File: src/rtl/axi_line_reader.sv
// axi_line_reader
//   Fetches one cache line over an AXI4 read channel. It takes a refill
//   request from the instruction cache, issues a single aligned INCR burst
//   of NBEAT = LINE_WIDTH/AXI_DATA_WIDTH beats, assembles the beats into a
//   line and presents it with a one-cycle rvalid_o pulse.
//
//   Optional feature (macro AXI_RRESP_CHECK_EN): when defined, any beat
//   with a non-OKAY rresp marks the line as erroneous and err_o is raised
//   together with rvalid_o. When undefined, err_o is constant 0.
//
// Ports
//   clk, rst        clock (rising edge) and synchronous active-high reset
//   rreq_i, addr_i  refill request and any byte address within the line
//   rdy_o           high in IDLE (not during reset): request taken
//   rvalid_o        one-cycle pulse, rdata_o holds the complete line
//   rdata_o         last completed line, beat k at [k*AXI_DATA_WIDTH +: ..]
//   err_o           line carried an error response (valid with rvalid_o)
//   ar*             AXI read address channel (master side)
//   r*              AXI read data channel (master side)
module axi_line_reader #(
  parameter int         ADDR_WIDTH     = 32,
  parameter int         LINE_WIDTH     = 128,
  parameter int         AXI_DATA_WIDTH = 32,
  parameter logic [3:0] AXI_ID         = 4'h0
) (
  input  logic                      clk,
  input  logic                      rst,
  input  logic                      rreq_i,
  input  logic [ADDR_WIDTH-1:0]     addr_i,
  output logic                      rdy_o,
  output logic                      rvalid_o,
  output logic [LINE_WIDTH-1:0]     rdata_o,
  output logic                      err_o,
  output logic [3:0]                arid,
  output logic [ADDR_WIDTH-1:0]     araddr,
  output logic [7:0]                arlen,
  output logic [2:0]                arsize,
  output logic [1:0]                arburst,
  output logic                      arvalid,
  input  logic                      arready,
  input  logic [3:0]                rid,
  input  logic [AXI_DATA_WIDTH-1:0] rdata,
  input  logic [1:0]                rresp,
  input  logic                      rlast,
  input  logic                      rvalid,
  output logic                      rready
);

  localparam int NBEAT = LINE_WIDTH / AXI_DATA_WIDTH;
  localparam int CNT_W = (NBEAT > 1) ? $clog2(NBEAT) : 1;
  localparam int OFF_W = $clog2(LINE_WIDTH / 8);
  localparam logic [CNT_W-1:0] LAST_BEAT = CNT_W'(NBEAT - 1);

  typedef enum logic [1:0] {IDLE, AR, RDATA, DONE} state_t;

  state_t                  state;
  logic [CNT_W-1:0]        beat_cnt;
  logic [ADDR_WIDTH-1:0]   addr_reg;
  logic [LINE_WIDTH-1:0]   line_buf;   // beats collected so far
  logic [LINE_WIDTH-1:0]   line_next;  // line_buf with the current beat merged in
  logic [LINE_WIDTH-1:0]   line_reg;   // last completed line, shown on rdata_o
  logic                    arvalid_reg;
  logic                    rready_reg;
  logic                    rvalid_reg;
  logic                    err_flag;
  logic                    err_reg;
  logic                    beat_err;
  logic [ADDR_WIDTH-1:0]   aligned_addr;

  // rid and rlast are deliberately ignored: beats are counted, not tagged.
  logic unused_ok;

`ifdef AXI_RRESP_CHECK_EN
  assign beat_err  = (rresp != 2'b00);
  assign unused_ok = ^{rid, rlast};
`else
  assign beat_err  = 1'b0;
  assign unused_ok = ^{rid, rlast, rresp};
`endif

  assign aligned_addr = {addr_i[ADDR_WIDTH-1:OFF_W], {OFF_W{1'b0}}};

  // Merge the incoming beat into its slot; other slots keep collected data.
  generate
    for (genvar gi = 0; gi < NBEAT; gi++) begin : g_slot
      assign line_next[gi*AXI_DATA_WIDTH +: AXI_DATA_WIDTH] =
        (beat_cnt == CNT_W'(gi)) ? rdata
                                 : line_buf[gi*AXI_DATA_WIDTH +: AXI_DATA_WIDTH];
    end
  endgenerate

  always_ff @(posedge clk) begin
    if (rst) begin
      state       <= IDLE;
      addr_reg    <= '0;
      beat_cnt    <= '0;
      line_buf    <= '0;
      line_reg    <= '0;
      arvalid_reg <= 1'b0;
      rready_reg  <= 1'b0;
      rvalid_reg  <= 1'b0;
      err_flag    <= 1'b0;
      err_reg     <= 1'b0;
    end else begin
      // Completion outputs are single-cycle pulses.
      rvalid_reg <= 1'b0;
      err_reg    <= 1'b0;
      case (state)
        IDLE: begin
          if (rreq_i) begin
            addr_reg    <= aligned_addr;
            beat_cnt    <= '0;
            err_flag    <= 1'b0;
            arvalid_reg <= 1'b1;
            state       <= AR;
          end
        end
        AR: begin
          // addr_reg only changes in IDLE, so AR outputs hold while stalled.
          if (arready) begin
            arvalid_reg <= 1'b0;
            rready_reg  <= 1'b1;
            state       <= RDATA;
          end
        end
        RDATA: begin
          if (rvalid) begin
            line_buf <= line_next;
            beat_cnt <= beat_cnt + 1'b1;
            err_flag <= err_flag | beat_err;
            if (beat_cnt == LAST_BEAT) begin
              line_reg   <= line_next;
              rready_reg <= 1'b0;
              rvalid_reg <= 1'b1;
              err_reg    <= err_flag | beat_err;
              state      <= DONE;
            end
          end
        end
        DONE: begin
          state <= IDLE;
        end
        default: begin
          state <= IDLE;
        end
      endcase
    end
  end

  // rdy_o is masked by rst so nothing is accepted during the reset cycle,
  // yet the first cycle after release already accepts.
  assign rdy_o    = (state == IDLE) && !rst;
  assign rvalid_o = rvalid_reg;
  assign rdata_o  = line_reg;
  assign err_o    = err_reg;

  assign arvalid  = arvalid_reg;
  assign araddr   = addr_reg;
  assign arid     = AXI_ID;
  assign arlen    = 8'(NBEAT - 1);
  assign arsize   = 3'($clog2(AXI_DATA_WIDTH / 8));
  assign arburst  = 2'b01;
  assign rready   = rready_reg;

endmodule

File: config.mk
export PLATFORM = sky130hd
export DESIGN_NAME = axi_line_reader
export DESIGN_NICKNAME = d
export VERILOG_FILES = /design/src/rtl/axi_line_reader.sv
export SDC_FILE = /design/constraint.sdc
export NUM_CORES = 1
export LEC_CHECK = 0
export CAP_MARGIN = 20
export CORE_MARGIN = 4
export CORE_UTILIZATION = 50
export DETAILED_ROUTE_END_ITERATION = 10
export PLACE_DENSITY = 0.92
export SLEW_MARGIN = 20
export SYNTH_ARGS = -nofsm -noshare
export SYNTH_HDL_FRONTEND = slang
export SYNTH_SLANG_ARGS = --single-unit
File: constraint.sdc
create_clock -name clk -period 4.06 [get_ports clk]
set_clock_uncertainty 0.15 [all_clocks]
set_input_delay 0.812 -clock clk [delete_from_list [all_inputs] [get_ports clk]]
set_output_delay 0.812 -clock clk [all_outputs]
set_load 0.01 [all_outputs]
==> results.sh, run 1 <==
export IMPL_ys_types=28
export IMPL_synthDominantCellAreaShare=0.491
export IMPL_highest_layer="met4"
export IMPL_hold_viol=0
export IMPL_clock_sinks=259
export IMPL_grt_usage=0.217
export IMPL_critPathRequiredTime_ns=3.10
export IMPL_synthToLayoutAreaGrowth_pct=28.9
export IMPL_synth_area_leaders="dfxtp_1 49%, nand2_1 11%, mux2i_1 9.5%"
export IMPL_hp_start="line_buf[34]"
export IMPL_cts_buffer_depth=3
export IMPL_first_pass_iters=5
export IMPL_ys_warn_count=0
export IMPL_cap_violations=0
export IMPL_start_kind="flop"
export IMPL_synthesis_area_sq_um=10600
export IMPL_fin_crit_sh=0.745
export IMPL_cts_max_level=1
export IMPL_final_common_cell="nand2_1"
export IMPL_antenna_left=0
export IMPL_hold_path_class="reg -> reg"
export IMPL_largest_register_ff_count=128
export IMPL_worst_slew_pin_slew_ns=1.12
export IMPL_p_clk_frac=0.429
export IMPL_hold_end="line_buf[34]"
export IMPL_wirelength_mm=27.0
export IMPL_status="finished clean"
export IMPL_syn_inst=1232
export IMPL_met3_length_mm=1.69
export IMPL_setup_tns_ns=0
export IMPL_drt_initial_drc_count=359
export IMPL_antennaDiodeCount=0
export IMPL_r2r_end="line_buf[20]"
export IMPL_place_congestion=0.761
export IMPL_yosys_area_top_type="dfxtp_1"
export IMPL_drive_above_1_share=0.0756
export IMPL_min_period_ns=3.03
export IMPL_setup_ws_ns=1.03
export IMPL_post_cts_setup_buffers=0
export IMPL_clock_fmax_mhz=330
export IMPL_final_cell_mix="317 x nand2_1, 259 x dfxtp_1, 223 x clkdlybuf4s50_1"
export IMPL_grt_pass1_vias=8679
export IMPL_vias=8740
export IMPL_dpl_hpwl_mm=17.4
export IMPL_internal_power_mw=4.69
export IMPL_cts_buffers=28
export IMPL_combPwrFrac=0.140
export IMPL_swShare=0.254
export IMPL_place_ws_ns=1.05
export IMPL_viasPerCell=5.27
export IMPL_clk_pin_slew_ns=0.06
export IMPL_syn_avg_cell_area_sq_um=8.57
export IMPL_reg2reg_setup_slack_ns=1.54
export IMPL_p_per_area_nw_per_um2=462
export IMPL_met2_length_mm=13.4
export IMPL_fp_dieArea_sq_um=23500
export IMPL_grt_pass1_wl_mm=43.4
export IMPL_initial_core_util=0.515
export IMPL_final_max_slew_viol_count=0
export IMPL_drc=0
export IMPL_grt_start_max_net_pins=128
export IMPL_peakVddDrop_mv=0.359
export IMPL_ctsRootBufferMaster="clkbuf_16"
export IMPL_rows=52
export IMPL_post_cts_resized=0
export IMPL_nets=1453
export IMPL_synth_seq_cells=259
export IMPL_cp_end_kind="output port"
export IMPL_seq_power_share=0.431
export IMPL_max_slew_margin=0.256
export IMPL_io_pins=258
export IMPL_crit_type="reg -> out"
export IMPL_rr_worst_depth=5
export IMPL_post_layout_nonfiller_instances=1659
export IMPL_leakage_nw=4.57
export IMPL_stdcell_area_sq_um=13600
export IMPL_cts_tree="built"
export IMPL_fp_dieW_um=153
export IMPL_antenna_found_initial=0
export IMPL_placed_area_sq_um=12600
export IMPL_wl_met1_mm=11.0
export IMPL_finalSetupViolCount=0
export IMPL_ys_seq_area_frac=0.491
export IMPL_postCtsHoldBufs=0
export IMPL_rsz0062_at_grt="false"
export IMPL_clkLatencyLatePin_ns=0.53
export IMPL_nFillCells=1601
export IMPL_dp_cells=1607
export IMPL_timing_rr_start="beat_cnt[0]"
export IMPL_core_sq_um=20500
export IMPL_p_sw_mw=1.59
export IMPL_crit_arrival_ns=2.06
export IMPL_numPortBuffers=224
export IMPL_worstHoldPathCells=2
export IMPL_wl_per_cell_um=16.3
export IMPL_die_h_um=153
export IMPL_worstPathMaxFanout=7
export IMPL_overflow=0
cells in the mapped netlist, drive strengths merged:
library cell and count:
a2111oi 1, a211oi 96, a21oi 159, a32o 1, and2 1, and3 5, buf 77, clkbuf 77
conb 2, dfxtp 259, ha 10, inv 6, mux2i 100, nand2 317, nand2b 4, nand3 6
nor2 98, nor2b 5, nor4 1, o21ai 3, o311ai 1, o41ai 1, or2 1, or3 1
worst max-delay path: stages (launching register included):
cell and delay, ns:
dfxtp_1 0.34, inv_1 0.14, ha_1 0.33, nor2b_1 0.18, clkdlybuf4s50_1 0.55
layer usage:
layer / GRT usage / vias to the layer above
met5: 0 / -
met2: 0.381 / 276
met1: 0.265 / 4071
met4: 0.0759 / 0
li1: - / 4329
met3: 0.0444 / 64
power groups by stage:
stage               Sequential, mW  Combinational, mW  Clock [mW]
floorplan                     2.79              0.547           0
global placement              2.76              0.847           0
detailed placement            2.77              0.873           0
CTS                           2.71              0.885        2.74
global route                  2.72              0.961        2.84
finish                        2.71              0.879        2.69
per-stage QoR:
| stage | power (mW) | hold WS (ns) | utilization |
|---|---|---|---|
| 2_1_floorplan | 3.33 | 0.286 | - |
| 3_3_place_gp | 3.60 | 0.291 | 0.615 |
| 3_5_place_dp | 3.64 | 0.296 | 0.615 |
| 4_1_cts | 6.34 | 0.304 | 0.664 |
| 5_1_grt | 6.52 | 0.321 | 0.664 |
| 6_report | 6.28 | 0.302 | 0.664 |
worst max-delay path by stage:
stage / start / endpoint / slack [ns] / depth (start not counted)
3_3_place_gp: rvalid / line_buf[48] / 1.09 / 4
3_5_place_dp: rvalid / line_buf[47] / 1.05 / 4
5_1_grt: state[0] / rdy_o / 0.90 / 4
2_1_floorplan: rst / rdy_o / 1.91 / 2
4_1_cts: state[0] / rdy_o / 1.01 / 4
6_report: state[0] / rdy_o / 1.03 / 4
kinds of logic after synthesis:
kind of cell    share of synthesized area
flops                               0.491
simple gates                        0.161
compound gates                      0.164
other cells                      0.000712
buf+inv                            0.0760
fa+ha+maj                          0.0119
mux                                0.0948
final cells by class:
type,count,area [sq um],area share
Clock buffer,35,768,0.0565
Clock inverter,17,228,0.0167
Inverter,6,22.5,0.00166
Multi-Input combinational cell,833,4670,0.343
Sequential cell,259,5180,0.381
Tap cell,270,338,0.0248
Timing Repair Buffer,239,2400,0.176
Note: power is estimated with default switching activity, not from simulation.
==> run 2, diff against run 1 <==
--- a/config.mk
+++ b/config.mk
@@ -7,9 +7,9 @@
 export LEC_CHECK = 0
 export CAP_MARGIN = 20
 export CORE_MARGIN = 4
-export CORE_UTILIZATION = 50
+export CORE_UTILIZATION = 44
 export DETAILED_ROUTE_END_ITERATION = 10
-export PLACE_DENSITY = 0.92
+export PLACE_DENSITY = 0.86
 export SLEW_MARGIN = 20
 export SYNTH_ARGS = -nofsm -noshare
 export SYNTH_HDL_FRONTEND = slang
==> constraint.sdc (replaced) <==
create_clock -name clk -period 2.6 [get_ports clk]
set_clock_uncertainty 0.15 [all_clocks]
set_input_delay 0.52 -clock clk [delete_from_list [all_inputs] [get_ports clk]]
set_output_delay 0.52 -clock clk [all_outputs]
set_load 0.01 [all_outputs]
==> results.sh, run 2 (same netlist as run 1, synthesis figures left out) <==
export IMPL_crit_chain="inv_2 > ha_1 > nor2b_1 > clkdlybuf4s50_1"
export IMPL_crit_path_max_incr_delay_ns=0.55
export IMPL_antenna_found_initial=0
export IMPL_overflow=0
export IMPL_nets=1463
export IMPL_numPortBuffers=224
export IMPL_first_pass_iters=5
export IMPL_antenna_left=0
export IMPL_final_common_cell="nand2_1"
export IMPL_rsz0062_at_grt="false"
export IMPL_core_sq_um=23500
export IMPL_crit_path_start="state[0]"
export IMPL_fp_dieArea_sq_um=26500
export IMPL_dpl_hpwl_mm=17.9
export IMPL_synthToLayoutAreaGrowth_pct=30.6
export IMPL_slowest_stage="clkdlybuf4s50_1"
export IMPL_fin_crit_sh=0.957
export IMPL_min_period_ns=2.49
export IMPL_cp_end_kind="output port"
export IMPL_p_per_area_nw_per_um2=704
export IMPL_peakVddDrop_mv=0.496
export IMPL_crit_end="rdy_o"
export IMPL_start_kind="flop"
export IMPL_vias=8840
export IMPL_initial_core_util=0.448
export IMPL_crit_type="reg -> out"
export IMPL_cts_buffer_depth=3
export IMPL_final_cell_mix="317 x nand2_1, 259 x dfxtp_1, 223 x clkdlybuf4s50_1"
export IMPL_final_max_slew_viol_count=0
export IMPL_leakage_nw=4.61
export IMPL_place_congestion=0.751
export IMPL_io_pins=258
export IMPL_cap_violations=0
export IMPL_rows=56
export IMPL_r2r_end="rdata_o[17]"
export IMPL_fp_dieW_um=163
export IMPL_cts_tree="built"
export IMPL_wl_per_cell_um=16.0
export IMPL_grt_pass1_wl_mm=43.9
export IMPL_cts_buffers=28
export IMPL_crit_family="buffers and inverters"
export IMPL_drc=0
export IMPL_clkLatencyLatePin_ns=0.53
export IMPL_timing_rr_start="state[0]"
export IMPL_worst_path_stages=4
export IMPL_hold_ws_ns=0.302
export IMPL_drive_above_1_share=0.0858
export IMPL_grt_pass1_vias=8598
export IMPL_hold_path_class="reg -> reg"
export IMPL_grt_start_max_net_pins=142
export IMPL_status="finished clean"
export IMPL_reg2reg_setup_slack_ns=0.55
export IMPL_ctsRootBufferMaster="clkbuf_16"
export IMPL_worst_slew_pin_slew_ns=0.683
export IMPL_drt_initial_drc_count=602
export IMPL_crit_arrival_ns=1.82
export IMPL_antennaDiodeCount=0
export IMPL_rr_worst_depth=6
export IMPL_critPathBufInv=2
export IMPL_postCtsHoldBufs=0
export IMPL_clock_sinks=259
export IMPL_largest_register_ff_count=128
export IMPL_cts_max_level=1
export IMPL_hold_viol=0
export IMPL_die_h_um=163
export IMPL_critPathRequiredTime_ns=1.93
export IMPL_clk_pin_slew_ns=0.06
export IMPL_setup_tns_ns=0
export IMPL_wirelength_mm=27.4
export IMPL_clock_fmax_mhz=402
export IMPL_worstPathMaxFanout=4
export IMPL_viasPerCell=5.15
export IMPL_finalSetupViolCount=0
export IMPL_max_slew_margin=0.545
export IMPL_grt_usage=0.200
export IMPL_power_mw=9.71
## run 2: cell types whose count changed in the layout (fill, tap and decap cells not counted), sizes merged
| cell | delta |
|---|---|
| buf | +10 |
| clkbuf | +6 |
| bufinv | -3 |
| clkinv | -3 |
| clkinvlp | +1 |
| inv | -1 |
## run 2: how the worst min path moves through the flow
stage / endpoint / depth (start not counted) / from / slack, ns
finish: rdata_o[101] / 2 / rdata_o[101] / 0.30
global route: araddr[15] / 2 / araddr[15] / 0.32
CTS: line_buf[53] / 2 / line_buf[53] / 0.30
detailed placement: line_buf[53] / 2 / line_buf[53] / 0.30
global placement: line_buf[35] / 2 / line_buf[35] / 0.29
floorplan: line_buf[0] / 2 / line_buf[0] / 0.29
## run 2: what timing repair did
item                                    CTS  global route
endpoints found under the hold margin     0             0
endpoints found under the setup margin    0             1
gates resized for setup                   0             2
setup buffers                             0             0
## run 2: metal layers
metal  routed length, um  track usage
met5                   0            0
met4                 958       0.0740
met3                1670       0.0400
met2               13500        0.345
met1               11300        0.247
## run 2: power breakdown
part / internal [mW] / switching (mW) / total, mW
registers: 4.14 / 0.0955 / 4.23
clock network: 2.46 / 1.59 / 4.05
logic: 0.625 / 0.796 / 1.42
total: 7.23 / 2.48 / 9.71
## run 2: layout make-up
type	instances	area (sq um)
clock inverters	11	119
flip-flops and latches	259	5180
well taps	319	399
repair buffers	249	2530
fillers	1983	9750
multi-input cells	833	4680
inverters	6	22.5
clock buffers	41	851
## run 2: worst register-to-register path: cells and delay by family (launching register included)
kind / cells / cell delay [ns]
AOI/OAI and AO/OA: 1 / 0.25
adders and majority gates: 1 / 0.33
buffers and inverters: 2 / 0.44
DFF: 1 / 0.34
and+or+nand+nor: 2 / 0.46
## run 2: through the flow
stage	worst slack, ns	std cells	util	cell area (sq um)
2_1_floorplan	0.851	1252	-	10600
3_3_place_gp	0.239	1666	0.544	12800
3_5_place_dp	0.147	1666	0.544	12800
4_1_cts	0.0333	1718	0.586	13800
5_1_grt	0.0171	1718	0.586	13800
6_report	0.111	1718	0.586	13800
==> run 3, diff against run 2 <==
--- a/config.mk
+++ b/config.mk
@@ -6,11 +6,14 @@
 export NUM_CORES = 1
 export LEC_CHECK = 0
 export CAP_MARGIN = 20
+export CELL_PAD_IN_SITES_DETAIL_PLACEMENT = 1
+export CELL_PAD_IN_SITES_GLOBAL_PLACEMENT = 1
 export CORE_MARGIN = 4
-export CORE_UTILIZATION = 44
+export CORE_UTILIZATION = 33
 export DETAILED_ROUTE_END_ITERATION = 10
-export PLACE_DENSITY = 0.86
+export PLACE_DENSITY = 0.87
 export SLEW_MARGIN = 20
 export SYNTH_ARGS = -nofsm -noshare
 export SYNTH_HDL_FRONTEND = slang
 export SYNTH_SLANG_ARGS = --single-unit
+export TNS_END_PERCENT = 5
==> results.sh, run 3 (same netlist as run 1, synthesis figures left out) <==
export IMPL_status="finished clean"
export IMPL_critPathRequiredTime_ns=1.93
export IMPL_combPwrFrac=0.149
export IMPL_peakVddDrop_mv=0.502
export IMPL_overflow=0
export IMPL_finalSetupViolCount=0
export IMPL_cts_buffer_depth=3
export IMPL_place_congestion=0.746
export IMPL_wl_per_cell_um=17.7
export IMPL_place_ws_ns=0.298
export IMPL_rows=65
export IMPL_antenna_left=0
export IMPL_final_common_cell="nand2_1"
export IMPL_p_per_area_nw_per_um2=702
export IMPL_grt_pass1_wl_mm=51.1
export IMPL_final_cell_mix="317 x nand2_1, 259 x dfxtp_1, 222 x clkdlybuf4s50_1"
export IMPL_grt_pass1_vias=9491
export IMPL_post_layout_nonfiller_instances=1811
export IMPL_internal_power_mw=7.27
export IMPL_antenna_found_initial=0
export IMPL_post_cts_setup_buffers=0
export IMPL_ctsRootBufferMaster="clkbuf_16"
export IMPL_crit_arrival_ns=1.69
export IMPL_hold_path_class="in -> reg"
export IMPL_p_clk_frac=0.420
export IMPL_largest_register_ff_count=128
export IMPL_first_pass_iters=4
export IMPL_fp_dieArea_sq_um=34900
export IMPL_antennaDiodeCount=0
export IMPL_worst_slew_pin_slew_ns=0.693
export IMPL_cts_max_level=1
export IMPL_min_period_ns=2.36
export IMPL_vias=9004
export IMPL_grt_usage=0.175
export IMPL_initial_core_util=0.334
export IMPL_nets=1475
export IMPL_setup_tns_ns=0
export IMPL_cts_tree="built"
export IMPL_clock_sinks=259
export IMPL_crit_type="reg -> out"
export IMPL_max_slew_margin=0.538
export IMPL_wirelength_mm=32.1
export IMPL_p_sw_mw=2.55
export IMPL_io_pins=258
export IMPL_cts_buffers=29
export IMPL_numPortBuffers=224
export IMPL_clkLatencyLatePin_ns=0.53
export IMPL_drive_above_1_share=0.0901
export IMPL_dpl_hpwl_mm=21.3
export IMPL_seq_power_share=0.432
export IMPL_final_max_slew_viol_count=0
export IMPL_drc=0
export IMPL_grt_start_max_net_pins=130
export IMPL_synthToLayoutAreaGrowth_pct=32.5
export IMPL_rsz0062_at_grt="false"
export IMPL_setup_ws_ns=0.236
export IMPL_nFillCells=3635
export IMPL_core_sq_um=31600
export IMPL_hold_ws_ns=0.183
export IMPL_power_mw=9.82
export IMPL_clk_pin_slew_ns=0.06
export IMPL_fp_dieW_um=187
export IMPL_viasPerCell=4.97
export IMPL_swShare=0.260
export IMPL_worstPathMaxFanout=4
export IMPL_drt_initial_drc_count=328
export IMPL_cap_violations=0
export IMPL_dp_cells=1760
export IMPL_leakage_nw=4.68
export IMPL_start_kind="flop"
export IMPL_cp_end_kind="output port"
export IMPL_die_h_um=187
export IMPL_hold_viol=0
export IMPL_fin_crit_sh=0.909
export IMPL_clock_fmax_mhz=423
-- run 3: metal layers --
layer  GRT usage  vias up  share of wire
met1       0.211     4399           0.42
met3      0.0328       51          0.048
met2       0.320      195           0.51
met4      0.0506        0          0.025
li1            -     4359              -
met5           0        -              0
-- run 3: critical path: stages (launching register included) --
cell	delay, ns
dfxtp_1	0.40
inv_1	0.12
ha_1	0.22
nor2b_1	0.13
dlygate4sd2_1	0.30
-- run 3: path summary, 6_finish.rpt --
| check | startpoint | endpoint | slack (ns) | cells after the start |
|---|---|---|---|---|
| setup / recovery | state[0] | rdy_o | 0.24 | 4 |
| hold / removal | rst | araddr[31] | 0.18 | 2 |
| setup reg to reg | state[0] | rdata_o[1] | 0.44 | 7 |
| hold reg to reg | line_buf[83] | line_buf[83] | 0.30 | 2 |
-- run 3: repair_timing --
action,in CTS,in global routing
hold buffers,0,0
resized for setup,1,0
setup endpoints to repair,1,0
-- run 3: cell type report --
class,instances,area (sq um),area share
Inverter,6,22.5,0.00161
Timing Repair Buffer,260,2640,0.189
Multi-Input combinational cell,833,4680,0.334
Clock buffer,41,831,0.0594
Clock inverter,10,128,0.00912
Sequential cell,259,5180,0.371
Tap cell,402,503,0.0360
-- run 3: per-stage QoR --
stage | utilization | cell area (sq um)
2_1_floorplan | - | 10600
3_3_place_gp | 0.413 | 13000
3_5_place_dp | 0.413 | 13000
4_1_cts | 0.443 | 14000
5_1_grt | 0.443 | 14000
6_report | 0.443 | 14000
-- run 3: power by group through the flow --
stage / sequential (mW) / combinational, mW / clock (mW)
4_1_cts: 4.24 / 1.48 / 4.23
2_1_floorplan: 4.35 / 0.854 / 0
3_3_place_gp: 4.31 / 1.42 / 0
6_report: 4.24 / 1.46 / 4.12
3_5_place_dp: 4.32 / 1.47 / 0
5_1_grt: 4.26 / 1.61 / 4.41
